$ cat config.mk
export PLATFORM = sky130hd
export DESIGN_NAME = neuron_mac_controller
export DESIGN_NICKNAME = d
export VERILOG_FILES = /design/src/rtl/nn_pkg.sv /design/src/rtl/overflow_underflow_rectifier.sv /design/src/rtl/neuron_mac_controller.sv
export SDC_FILE = /design/constraint.sdc
export NUM_CORES = 1
export LEC_CHECK = 0
export ABC_AREA = 1
export BUFFER_PORTS_ARGS = -buffer_cell sky130_fd_sc_hd__buf_4
export CORE_MARGIN = 10
export CORE_UTILIZATION = 50
export CTS_BUF_LIST = sky130_fd_sc_hd__clkbuf_4
export DETAILED_ROUTE_END_ITERATION = 6
export GPL_TIMING_DRIVEN = 0
export PLACE_DENSITY = 0.76
export SYNTH_ARGS = -nofsm -noshare
export SYNTH_HDL_FRONTEND = slang
export SYNTH_SLANG_ARGS = --single-unit
$ cat constraint.sdc
create_clock -name clk_in -period 6.5 [get_ports clk_in]
set_clock_uncertainty 0.05 [all_clocks]
set_input_delay 0 -clock clk_in [delete_from_list [all_inputs] [get_ports clk_in]]
set_output_delay 0 -clock clk_in [all_outputs]
set_load 0.005 [all_outputs]
$ cat src/rtl/nn_pkg.sv
// Shared neural-datapath definitions: controller state encoding and
// accumulator sizing helper.
package nn_pkg;

    typedef enum logic [2:0] {
        IDLE,
        ACCUM,
        SCALE,
        SATURATE,
        OUTPUT
    } state_t;

    // Smallest accumulator that holds a bias plus num_inputs full-precision products.
    function automatic int min_acc_width(input int data_width, input int num_inputs);
        return 2 * data_width + $clog2(num_inputs);
    endfunction

endpackage

$ cat src/rtl/overflow_underflow_rectifier.sv
// Combinational signed clamp from UNRECT_WIDTH down to RECT_WIDTH bits,
// saturating to the most positive / most negative representable value.
module overflow_underflow_rectifier #(
    parameter int UNRECT_WIDTH = 40,
    parameter int RECT_WIDTH   = 16
) (
    input  logic signed [UNRECT_WIDTH-1:0] unrectified,
    output logic signed [RECT_WIDTH-1:0]   rectified
);

    logic fits;

    // The value fits when every bit above the target sign bit copies it.
    assign fits = (&unrectified[UNRECT_WIDTH-1:RECT_WIDTH-1]) |
                  (~|unrectified[UNRECT_WIDTH-1:RECT_WIDTH-1]);

    always_comb begin
        rectified = unrectified[RECT_WIDTH-1:0];
        if (!fits) begin
            if (unrectified[UNRECT_WIDTH-1])
                rectified = {1'b1, {(RECT_WIDTH-1){1'b0}}};
            else
                rectified = {1'b0, {(RECT_WIDTH-1){1'b1}}};
        end
    end

endmodule

$ cat src/rtl/neuron_mac_controller.sv
// Fixed-point neuron: bias + sum(input*weight) over NUM_INPUTS handshaked pairs,
// rescaled by FRAC_BITS and saturated to DATA_WIDTH.
module neuron_mac_controller
    import nn_pkg::*;
#(
    parameter int DATA_WIDTH = 16,
    parameter int ACC_WIDTH  = 40,
    parameter int NUM_INPUTS = 8,
    parameter int FRAC_BITS  = 8
) (
    input  logic                         clk_in,
    input  logic                         rst_in,
    input  logic                         start_in,
    input  logic signed [DATA_WIDTH-1:0] bias_in,
    input  logic                         in_valid_in,
    output logic                         in_ready_out,
    input  logic signed [DATA_WIDTH-1:0] input_in,
    input  logic signed [DATA_WIDTH-1:0] weight_in,
    output logic                         out_valid_out,
    input  logic                         out_ready_in,
    output logic signed [DATA_WIDTH-1:0] result_out,
    output logic                         busy_out
);

    localparam int CNT_W  = $clog2(NUM_INPUTS + 1);
    localparam int PROD_W = 2 * DATA_WIDTH;

    if (ACC_WIDTH < min_acc_width(DATA_WIDTH, NUM_INPUTS)) begin : g_acc_width_check
        $error("ACC_WIDTH too small for DATA_WIDTH/NUM_INPUTS");
    end

    state_t                        state;
    logic signed [ACC_WIDTH-1:0]   acc;
    logic signed [ACC_WIDTH-1:0]   scaled;
    logic        [CNT_W-1:0]       cnt;
    logic signed [PROD_W-1:0]      product;
    logic signed [DATA_WIDTH-1:0]  clamped;
    logic                          accept;

    assign product = input_in * weight_in;
    assign accept  = in_valid_in && in_ready_out;

    overflow_underflow_rectifier #(
        .UNRECT_WIDTH (ACC_WIDTH),
        .RECT_WIDTH   (DATA_WIDTH)
    ) u_rectifier (
        .unrectified (scaled),
        .rectified   (clamped)
    );

    // NOTE: all state here uses non-blocking assignments so every register
    // samples pre-edge values regardless of statement order.
    always_ff @(posedge clk_in) begin
        if (rst_in) begin
            state         <= IDLE;
            acc           <= '0;
            scaled        <= '0;
            cnt           <= '0;
            result_out    <= '0;
            in_ready_out  <= 1'b0;
            out_valid_out <= 1'b0;
            busy_out      <= 1'b0;
        end else begin
            case (state)
                IDLE: begin
                    if (start_in) begin
                        acc          <= ACC_WIDTH'(bias_in) <<< FRAC_BITS;
                        cnt          <= '0;
                        in_ready_out <= 1'b1;
                        busy_out     <= 1'b1;
                        state        <= ACCUM;
                    end
                end
                ACCUM: begin
                    if (accept) begin
                        acc <= acc + ACC_WIDTH'(product);
                        cnt <= cnt + CNT_W'(1);
                        if (cnt == CNT_W'(NUM_INPUTS - 1)) begin
                            in_ready_out <= 1'b0;
                            state        <= SCALE;
                        end
                    end
                end
                SCALE: begin
                    scaled <= acc >>> FRAC_BITS;
                    state  <= SATURATE;
                end
                SATURATE: begin
                    result_out    <= clamped;
                    out_valid_out <= 1'b1;
                    state         <= OUTPUT;
                end
                OUTPUT: begin
                    if (out_ready_in) begin
                        out_valid_out <= 1'b0;
                        busy_out      <= 1'b0;
                        state         <= IDLE;
                    end
                end
                default: begin
                    in_ready_out  <= 1'b0;
                    out_valid_out <= 1'b0;
                    busy_out      <= 1'b0;
                    state         <= IDLE;
                end
            endcase
        end
    end

endmodule

Yosys cells after proc, flatten, opt, wreduce, memory -nomap -nowiden
Index checks and enable logic that the tools add are counted.
Operators by class
  add/subtract/negate cells: 2
  multipliers: 1
  equal/unequal tests: 9
  multiplexer cells: 20
  bitwise logic cells: 4
  reductions and logical operators: 14
Operator list (count)
  40-bit two-way mux: 2
  40-bit case mux with 2 select lines: 1
  40-bit by 32-bit adder with 40-bit output: 1
  16-bit by 16-bit multiplier with 32-bit output: 1
  16-bit two-way mux: 2
  25-bit AND reduction: 1
  25-bit OR reduction: 1
  3-bit case mux with 5 select lines: 1
  3-bit two-way mux: 4
  1-bit case mux with 3 select lines: 3
  3-bit OR reduction: 3
  4-bit two-way mux: 2
  2-bit inequality test, second input constant: 4
  4-bit case mux with 2 select lines: 1
  4-bit AND reduction: 2
  3-bit by 2-bit == test with 1-bit output, second input constant: 2
  3-bit AND reduction: 2
  4-bit by 1-bit adder with 4-bit output, second input constant: 1
  4-bit by 3-bit == test with 1-bit output, second input constant: 1
  1-bit two-way mux: 4
  3-bit by 1-bit == test with 1-bit output, second input constant: 1
  3-bit == test, second input constant: 1
  3-bit logical NOT: 1
  1-bit NOT: 3
  5 further kinds: 5
Word-level totals
  register bits: 98
  input port bits: 53
  output and inout bits: 19
  word-level logic and storage cells: 58

Logic depth before layout (Yosys ltp)
  depth in word-level cells: 4
  gate-level depth with buffers: 30
  depth with buffers taken out: 28

Cells and area by module
From an unflattened synthesis, not the netlist that was laid out.
Second synthesis, totals
  cells, all modules: 2422
  area, all modules: 17724.5 µm²
Modules (own cells, without submodules)
  neuron_mac_controller: instances 1, cells each 2327, area an instance 17302.8 µm², seq. area each 1961.9 µm²
  overflow_underflow_rectifier: instances 1, cells each 95, area an instance 421.7 µm², seq. area each 0.0 µm²

Least setup slack after synthesis
Ideal clock, no wire load.
  kind: in2reg
  from: input port input_in[15]
  to: register acc[39]
  library setup time: 124 ps
  arrival time: 5499 ps
  data required time: 6326 ps
  path slack: 827 ps
  stages: 24
  buffers on the path: 2
  path through: clkbuf_1 -> clkbuf_1 -> nand2_1 -> inv_1 -> fa_1 -> fa_1 -> inv_1 -> fa_1 -> fa_1 -> inv_1 -> fa_1 -> inv_1 -> fa_1 -> inv_1 -> ha_1 -> nand2_1 -> nor2_1 -> nand3_1 -> nor2_1 -> nand3_1 -> nand3_1 -> nand2_1 -> nand3_1 -> a21oi_1
On the way
  cells in the longest elaborated chain, start to end: 4
Ends and longest elaborated chain
  start, declared: RTL line neuron_mac_controller.sv:17  | input logic signed [DATA_WIDTH-1:0] input_in,
  16-bit by 16-bit multiplier with 32-bit output: RTL line neuron_mac_controller.sv:40  | assign product = input_in * weight_in;
  40-bit by 32-bit adder with 40-bit output: RTL line neuron_mac_controller.sv:76  | acc <= acc + ACC_WIDTH'(product);
  40-bit two-way mux: RTL line neuron_mac_controller.sv:75  | if (accept) begin
  40-bit case mux with 2 select lines: RTL line neuron_mac_controller.sv:64  | case (state)
  end signal, assigned: RTL line neuron_mac_controller.sv:67  | acc <= ACC_WIDTH'(bias_in) <<< FRAC_BITS;
  end signal, assigned: RTL line neuron_mac_controller.sv:76
  end, declared: RTL line neuron_mac_controller.sv:33  | logic signed [ACC_WIDTH-1:0] acc;
Every way passes these cells. The select of a mux whose other input is x is not followed.
A chain may end at the register's enable or synchronous reset.

Worst setup path after layout
  from: input port weight_in[6]
  to: register acc[36]
On the way
  cells in the longest elaborated chain, start to end: 4
Ends and longest elaborated chain
  start, declared: RTL line neuron_mac_controller.sv:18  | input logic signed [DATA_WIDTH-1:0] weight_in,
  16-bit by 16-bit multiplier with 32-bit output: RTL line neuron_mac_controller.sv:40
  40-bit by 32-bit adder with 40-bit output: RTL line neuron_mac_controller.sv:76
  40-bit two-way mux: RTL line neuron_mac_controller.sv:75
  40-bit case mux with 2 select lines: RTL line neuron_mac_controller.sv:64
Every way passes these cells. The select of a mux whose other input is x is not followed.

==> results.md <==
- Status: completed
- Arrival @ worst endpoint: 6.64 ns
- Post-Synth Adder-Cell Area: 0.463
- CTS tree: done
- Routed wire length: 48200 um
- Worst EP required: 6.89 ns
- R2R depth: 18
- CP Capture Point: acc[36]$_SDFFE_PP0P_
- Most frequent cells in the layout: inv_1 (669), nand2_1 (559), fa_1 (330)
- Worst path cell trace: clkbuf_1 -> clkbuf_1 -> nand2_1 -> fa_1 -> inv_1 -> fa_1 -> inv_1 -> fa_1 -> fa_1 -> inv_1 -> fa_1 -> inv_1 -> fa_1 -> inv_1 -> ha_1 -> nand2_1 -> nor2_1 -> nand2_1 -> nor2_1 -> nand3_1 -> nand4_1 -> nand3_1 -> a21oi_2
- Layout cells sized above 1: 0.0393
- Inserted Clock Buffers: 9
- Die Ht: 207 um
- Syn Inst Count: 2340
- DP Area: 18300 um2
- Clk root buf: clkbuf_4
- Simple-gate share of the synthesized area: 0.189
- HP Class: in -> reg
- Initial antenna violation count: 0
- Synth Area in Compound Gates: 0.0692
- Yosys synthesis warning count: 0
- Worst-margin pin slew: 1.33 ns
- Yosys top cell area share: 0.379
- Initial Util: 0.505
- Period utilisation layout: 0.962
- RSZ-0062 raised after global routing: false
- Die extent in x: 207 um
- Area leader, netlist: fa_1
- CTS H-tree lvls: 3
- Worst path slowest cell: fa_1
- Crit path capture type: flip-flop
- Post-route cell area: 18700 um2
- Routed vias/inst: 5.10
- GRT Residual Overflow: 0
- Vias in the first global route: 15400
- DR vias: 14600
- DRT iter0 DRCs: 958
- Final ANT Viol Nets: 0
- Mapped cell area: 17400 um2
- Largest family of logic cells by synthesized area: adder cells
- Drt pass-1 iters: 6
- Post-synth cell types: 38
- I/O pin count: 72
- Max-slew violation count: 0
- Cells on Worst Hold Path: 3
- Max transition margin: 0.108
- Syn_nets: 2839
- Synth area leaders: fa_1 (38%), inv_1 (14%), nand2_1 (12%)
- Fin Hold WS: 0.0353 ns
- Drt wl/cell: 16.8 um
- Layout Nets: 2912
- Gpl congestion: 0.988
- Commonest non-fill, non-tap cell in the layout: inv_1
- Gr usage total: 0.235
- CP peak stage delay: 0.77 ns
- Area Overhead vs Synth: 7.30%
- Largest net degree at the start of global routing: 24
- Clock tree sinks: 98
- DP Wirelength: 41900 um
- XOR/XNOR Fraction of Synth Area: 0.000503
- DRC viols: 0
- Sequential area share after synthesis: 0.113
- Worst-path fanout max: 10
- Critical Setup Path Class: in -> reg
- Port-buffer cells: 40
- Startpoint Class: input pin
- DIE AREA: 42700 um2
- Worst flop-to-flop path endpoint: acc[12]$_SDFFE_PP0P_
- Cell mode on critical path: fa_1
- Later-pin clock latency in the skew report: 0.48 ns
- First-pass GRT wire length: 79500 um
- Multiplexer area fraction after synthesis: 0
- FP Rows: 68
- CTS max path bufs: 2
- Minimum clock period: 6.25 ns
- Total core area: 34500 um2
- R2R setup slack: 1.38 ns
- Worst R2R Start: acc[8]$_SDFFE_PP0P_
- Max Clock Freq: 160 MHz
- Syn avg cell area: 7.44 um2
- Clock-pin transition on the worst setup and hold timing paths: 0.18 ns
- Final hold violation count: 0
- Final setup violation count: 0
- Seq cells post-synth: 98
- Crit path from: weight_in[6]
- Max-Cap Viols: 0
what timing repair did:
action                                 in CTS  in global routing
hold buffers                               22                  0
setup endpoints to repair                   0                  8
resized for setup                           0                  6
buffers inserted                            0                  0
endpoints found under the hold margin      39                  0
cells in the mapped netlist (all sizes together):
| library cell | count |
|---|---|
| a211oi | 1 |
| a21o | 1 |
| a21oi | 106 |
| a31oi | 11 |
| a32o | 1 |
| buf | 10 |
| clkbuf | 82 |
| clkinv | 1 |
| dfxtp | 98 |
| fa | 330 |
| ha | 116 |
| inv | 673 |
| nand2 | 562 |
| nand2b | 1 |
| nand3 | 78 |
| nand3b | 9 |
| nand4 | 13 |
| nor2 | 124 |
| nor3 | 10 |
| nor4 | 4 |
| o2111ai | 1 |
| o211ai | 1 |
| o21a | 1 |
| o21ai | 91 |
| o21bai | 7 |
| or2 | 7 |
| xor2 | 1 |
worst max-delay path: cells and delay by family:
family          cells  cell delay [ns]
compound gates      1             0.14
fa+ha+maj           7             3.68
buf+inv             7             1.60
simple gates        8             1.21
per-layer routing:
metal,part of all wire,global-route usage,vias to the layer above,routed length [um]
li1,-,-,6925,-
met1,0.41,0.296,7117,19600
met2,0.49,0.406,496,23500
met3,0.066,0.0331,106,3180
met4,0.038,0.0821,0,1830
met5,0,0,-,0
cell type report:
type                    count  area, um2
fillers                  3270      15800
multi-input cells        1476      12600
inverters                 674       2530
flip-flops and latches     98       1960
well taps                 455        569
repair buffers             62        520
plain buffers              92        365
clock inverters             7        108
clock buffers               9       67.6
diodes                      1       2.50
how the worst min path moves through the flow:
stage | startpoint | slack, ns | end
6_report | rst_in | 0.04 | busy_out$_SDFFE_PP0P_
3_5_place_dp | out_ready_in | 0.25 | state[2]$_SDFFE_PP0P_
2_1_floorplan | out_ready_in | 0.13 | state[2]$_SDFFE_PP0P_
3_3_place_gp | out_ready_in | 0.24 | state[2]$_SDFFE_PP0P_
4_1_cts | rst_in | 0.004 | busy_out$_SDFFE_PP0P_
5_1_grt | rst_in | 0.02 | acc[0]$_SDFFE_PP0P_
stage by stage:
| step | setup TNS (ns) | utilization | cells | setup WS [ns] |
|---|---|---|---|---|
| after floorplan | 0 | - | 2340 | 0.827 |
| after global placement | -1.59 | 0.531 | 2835 | -0.321 |
| after detailed placement | -2.47 | 0.531 | 2835 | -0.473 |
| after CTS | 0 | 0.542 | 2873 | 0.0464 |
| after global routing | 0 | 0.542 | 2873 | 0.00621 |
| final | 0 | 0.542 | 2874 | 0.246 |
state kept, by name, summed over array words and instances (netlist names):
name	flops
result_out	16
scaled	32
acc	40
out_valid_out	1
busy_out	1
in_ready_out	1
cnt	4
state	3
cells by family (layout without fill, tap and decap cells):
family	after synthesis	in the layout
other	0	1
adders and majority gates	446	446
buffers and inverters	766	844
AOI/OAI and AO/OA	221	221
DFF	98	98
and+or+nand+nor	808	808
xor gates and xnor gates	1	1
Power is left out: the tool's default activity adds up to more than one toggle a clock period on the data nets, which glitch-free logic cannot reach.
